$ cat config.mk
export PLATFORM = sky130hd
export DESIGN_NAME = reg_rename_file
export DESIGN_NICKNAME = d
export VERILOG_FILES = /design/src/rtl/reg_rename_file_pkg.sv /design/src/rtl/reg_query_port.sv /design/src/rtl/reg_rename_file.sv
export SDC_FILE = /design/constraint.sdc
export NUM_CORES = 2
export LEC_CHECK = 0
export ABC_AREA = 0
export CAP_MARGIN = 0
export CORE_MARGIN = 1
export CORE_UTILIZATION = 50
export CTS_CLUSTER_DIAMETER = 50
export DETAILED_ROUTE_END_ITERATION = 12
export PLACE_DENSITY = 0.75
export SLEW_MARGIN = 10
export SYNTH_ARGS = -nofsm -noshare
export SYNTH_HDL_FRONTEND = slang
export SYNTH_SLANG_ARGS = --single-unit
$ cat constraint.sdc
create_clock -name clk_in -period 3.2 [get_ports clk_in]
set_clock_uncertainty 0.1 [all_clocks]
set_input_delay 0.32 -clock clk_in [delete_from_list [all_inputs] [get_ports clk_in]]
set_output_delay 0.32 -clock clk_in [all_outputs]
set_load 0.005 [all_outputs]
$ cat src/rtl/reg_rename_file_pkg.sv
// reg_rename_file_pkg: shared sizes for the register file and rename table
// Exports register count, index width, data width and ROB tag width.
package reg_rename_file_pkg;
  localparam int REG_NUM = 32;
  localparam int IDX_W = 5;
  localparam int XLEN = 32;
  localparam int ROB_SIZE_BIT = 4;
endpackage

$ cat src/rtl/reg_query_port.sv
// reg_query_port: one operand lookup channel with same-cycle commit forwarding
// Ports: busy/dep/val are the whole rename/register state; commit, set_idx,
// set_recorder, set_val describe this cycle's effective commit; idx is the
// queried register; has_dep/pend_dep/value are the combinational answer.
module reg_query_port
  import reg_rename_file_pkg::*;
#(
  parameter int RSB = ROB_SIZE_BIT
) (
  input  logic [REG_NUM-1:0]          busy,
  input  logic [REG_NUM-1:0][RSB-1:0] dep,
  input  logic [REG_NUM-1:0][XLEN-1:0] val,
  input  logic                        commit,
  input  logic [IDX_W-1:0]            set_idx,
  input  logic [RSB-1:0]              set_recorder,
  input  logic [XLEN-1:0]             set_val,
  input  logic [IDX_W-1:0]            idx,
  output logic                        has_dep,
  output logic [RSB-1:0]              pend_dep,
  output logic [XLEN-1:0]             value
);
  logic b;
  logic fwd;
  // x0 is never renamed or written, so it naturally reads as ready with value 0
  always_comb begin
    b = busy[idx];
    fwd = commit && set_idx == idx && set_recorder == dep[idx];
    has_dep = b && !fwd;
    pend_dep = has_dep ? dep[idx] : '0;
    value = !b ? val[idx] : fwd ? set_val : '0;
  end
endmodule

$ cat src/rtl/reg_rename_file.sv
// reg_rename_file: architectural register file plus ROB rename table
// Ports: clk_in/rst_in (sync active-high)/rdy_in (low = hold) control updates;
// clear flushes all renames; rob_set_* is the ROB commit port; dec_set_* renames
// an issued rd to its ROB tag; query_idx1/2 are answered combinationally with
// query_has_dep, query_dep and query_val.
module reg_rename_file
  import reg_rename_file_pkg::*;
#(
  parameter int RSB = ROB_SIZE_BIT
) (
  input  logic             clk_in,
  input  logic             rst_in,
  input  logic             rdy_in,
  input  logic             clear,
  input  logic [IDX_W-1:0] rob_set_idx,
  input  logic [XLEN-1:0]  rob_set_reg_val,
  input  logic [RSB-1:0]   rob_set_recorder,
  input  logic [IDX_W-1:0] dec_set_idx,
  input  logic [RSB-1:0]   dec_set_dep,
  input  logic [IDX_W-1:0] query_idx1,
  input  logic [IDX_W-1:0] query_idx2,
  output logic             query_has_dep1,
  output logic             query_has_dep2,
  output logic [RSB-1:0]   query_dep1,
  output logic [RSB-1:0]   query_dep2,
  output logic [XLEN-1:0]  query_val1,
  output logic [XLEN-1:0]  query_val2
);
  logic [REG_NUM-1:0]           busy;
  logic [REG_NUM-1:0][RSB-1:0]  dep;
  logic [REG_NUM-1:0][XLEN-1:0] val;
  logic commit;
  assign commit = rdy_in && !clear && rob_set_idx != '0;
  always_ff @(posedge clk_in) begin
    if (rst_in) begin
      busy <= '0;
      dep <= '0;
      val <= '0;
    end else if (rdy_in) begin
      if (clear) begin
        busy <= '0;
        dep <= '0;
      end else begin
        if (rob_set_idx != '0) begin
          val[rob_set_idx] <= rob_set_reg_val;
          if (busy[rob_set_idx] && dep[rob_set_idx] == rob_set_recorder) busy[rob_set_idx] <= 1'b0;
        end
        // placed after the commit so a same-register rename overrides the release
        if (dec_set_idx != '0) begin
          busy[dec_set_idx] <= 1'b1;
          dep[dec_set_idx] <= dec_set_dep;
        end
      end
    end
  end
  reg_query_port #(.RSB(RSB)) q1 (
    .busy(busy), .dep(dep), .val(val), .commit(commit), .set_idx(rob_set_idx),
    .set_recorder(rob_set_recorder), .set_val(rob_set_reg_val), .idx(query_idx1),
    .has_dep(query_has_dep1), .pend_dep(query_dep1), .value(query_val1)
  );
  reg_query_port #(.RSB(RSB)) q2 (
    .busy(busy), .dep(dep), .val(val), .commit(commit), .set_idx(rob_set_idx),
    .set_recorder(rob_set_recorder), .set_val(rob_set_reg_val), .idx(query_idx2),
    .has_dep(query_has_dep2), .pend_dep(query_dep2), .value(query_val2)
  );
endmodule

==> metrics.md <==
| Metric | Value |
|---|---|
| Worst hold slack | `0.108 ns` |
| First-pass GRT wire length | `360000 µm` |
| Clock sinks | `1184` |
| Cells after Synth | `6887` |
| Vias in the first global route | `57500` |
| Fraction of the mapped netlist area in adder cells | `0%` |
| Leakage | `25.1 nW` |
| Minimum clock period | `4.04 ns` |
| Fmax | `248 MHz` |
| Main combinational cell family by area after synthesis | `multiplexers` |
| Root Buffer | `clkbuf_16` |
| Netlist cell types | `57` |
| Grt total ovfl | `0` |
| Type of origin of the critical path | `register` |
| HP Class | `in -> reg` |
| Antenna Nets Post-Route | `0` |
| Ys flop type | `dfxtp_1` |
| Placed cell areas | `69200 µm²` |
| Ys Warns | `0` |
| Final WL | `245000 µm` |
| Die area | `128000 µm²` |
| Max-Cap Viols | `0` |
| Die width | `357 µm` |
| Final period util | `126%` |
| DR vias | `59000` |
| Fill count | `9897` |
| I/O pin cnt | `138` |
| Flops & latches, synth | `1184` |
| Port Buffers | `137` |
| Area Growth Syn to Fin | `17.6%` |
| Final setup viols | `74` |
| CTS clk-pin slew, worst paths | `0.06 ns` |
| Antenna violations before repair | `5` |
| WHS Path Cells | `3` |
| FF-to-FF path depth | `8` |
| Row cnt | `129` |
| XOR/XNOR Fraction of Synth Area | `0.278%` |
| Gpl congestion | `1.02` |
| Sequential area share after synthesis | `37.6%` |
| Final instance area | `74100 µm²` |
| CP Max Fanout | `8` |
| Initial DRC count | `9515` |
| WP data required | `2.78 ns` |
| Nature of the critical path endpoint | `primary output` |
| Setup Crit Path Kind | `reg -> out` |
| Slew headroom | `16.9%` |
| Latest clock arrival within the worst-skew pair | `0.76 ns` |
| Max Buffers Root-to-Sink | `3` |
| Die height | `357 µm` |
| PD cells | `457 nW/µm²` |
| Total negative setup slack | `-53.37 ns` |
| Starting Density | `50.7%` |
| Post-DP HPWL | `145000 µm` |
| FF-to-FF setup slack | `0.54 ns` |
| RSZ-0062 raised after global routing | `true` |
| Mapped Nets | `6951` |
| CP startpoint | `dep[45]$_SDFFE_PP0P_` |
| Drt pass-1 iters | `8` |
| Status | `finished with violations` |
| WL/cell | `28.0 µm` |
| Worst slack, placed | `-0.955 ns` |
| EDFF count, synth | `0` |
| Worst slew pin tran | `1.25 ns` |
| Violated checks | `negative setup slack` |
| Worst r2r src | `dep[25]$_SDFFE_PP0P_` |
| CTS HTree Levels | `4` |
| Worst Hold End | `dep[92]$_SDFFE_PP0P_` |
| Synth top cells by count | `nand2_1 (2255), dfxtp_1 (1184), a21oi_1 (1152)` |
| Ys async rst share | `0%` |
| Post-synth top area share | `37.6%` |
| Average size of a mapped cell | `9.16 µm²` |
| Layout Nets | `7061` |
| Yosys top cell by area | `dfxtp_1` |
| Core box area | `124000 µm²` |
| Mux share of post-synthesis cell area | `28.7%` |
| Final hold vios | `0` |
| Post-Syn Area | `63100 µm²` |
| Layout cells sized above 1 | `24.6%` |
| Setup ws final | `-0.839 ns` |
| Compound-gate portion of the synthesized area | `12.4%` |
| Power Total | `33.9 mW` |
| Max-slew violation count | `0` |
| Crit path DAT | `3.62 ns` |
| Hold Path Origin | `dec_set_dep[0]` |
| Largest net degree at the start of global routing | `211` |
| Worst IR Drop VDD | `536 µV` |
| CTS tree | `yes` |
| Synth top area cells | `dfxtp_1 (38%), mux4_2 (24%), nand2_1 (13%), a21oi_1 (9.1%), mux2i_1 (3.8%)` |
| Simple-Gate Fraction of Synth Area | `16.3%` |
| Reg2reg end | `busy[7]$_SDFFE_PP0P_` |
| Num CTS Buffers | `137` |
| Most frequent cell after synthesis | `nand2_1` |
| Routed vias/inst | `6.75` |
| # DRC | `0` |
| Global-route usage over all layers | `37.9%` |
-- layer usage --
metal	global-route usage (%)	part of all wire (%)	vias up	wire, µm
li1	-	-	24600	-
met2	55.9	43	4780	105000
met4	28.4	8.7	8	21200
met1	46.5	33	28300	81700
met5	0.185	0.029	-	71
met3	12.0	15	1369	36800
-- metrics by stage --
stage               utilization [%]  instances
finish                         59.6       8751
detailed placement             55.6       8468
global route                   59.6       8743
floorplan                         -       6887
global placement               55.6       8468
CTS                            59.6       8746
-- layout make-up --
cell class,instances,area (µm²),area share [%]
clock inverters,68,788,1.06
repair buffers,704,6810,9.19
flip-flops and latches,1184,23700,32.0
diodes,8,20.0,0.0270
clock buffers,180,3880,5.23
inverters,6,22.5,0.0304
multi-input cells,4964,36900,49.7
well taps,1637,2050,2.76
-- registers in the layout, indices dropped and copies added (netlist names) --
| register | cells |
|---|---|
| busy | 32 |
| dep | 128 |
| val | 1024 |
-- repair_timing --
item                       4_1_cts  5_1_grt
buffers inserted                29        5
cloned                           4        0
hold endpoints to repair        55        0
setup endpoints to repair       74       74
resized for setup              370       30
hold buffers                     1        0
pin swaps                       22       16
-- logic make-up after synthesis --
| group | Yosys count |
|---|---|
| simple gates | 2584 |
| compound gates | 1425 |
| flops | 1184 |
| mux | 935 |
| buf+inv | 739 |
| xor+xnor | 20 |
-- cell usage in the layout (no fill, tap or decap), drive strengths merged, types with 8 or more instances in the layout --
cell and n:
diode 8, nor4 33, clkinvlp 9, nor3 16, nor2b 41, inv 20
and2 15, nand4 8, o21ai 115, nand2b 9, a22oi 42, buf 652
mux4 693, nor2 126, xnor2 9, clkdlybuf4s50 50, and3 9, nand3 28
bufinv 13, nand2 2255, o22ai 87, xor2 11, a21oi 1152, mux2i 237
clkinv 32, dfxtp 1184, a31oi 8, clkbuf 181
-- how the worst max path moves through the flow --
stage	endpoint
after floorplan	query_val2[10]
after global placement	query_val2[9]
after detailed placement	query_val2[9]
after CTS	query_val1[19]
after global routing	query_val2[3]
final	query_val2[4]
-- critical path: stages, from the launching register on --
cell and delay [ns]:
dfxtp_4 0.35, mux4_2 0.47, nor4bb_1 0.14, a21oi_1 0.14
nand4_1 0.24, xor2_1 0.23, or4_4 0.57, buf_16 0.19
buf_8 0.15, buf_12 0.14, o22ai_2 0.10, buf_2 0.13
-- where the power goes --
group          internal [mW]  total, mW  switching, mW  leakage [nW]
clock                   9.65       16.3           6.66          2.29
combinational          0.963       2.73           1.77          13.3
sequential              14.8       14.8         0.0475          9.54
total                   25.4       33.9           8.48          25.1
(Power assumes the default switching activity.)
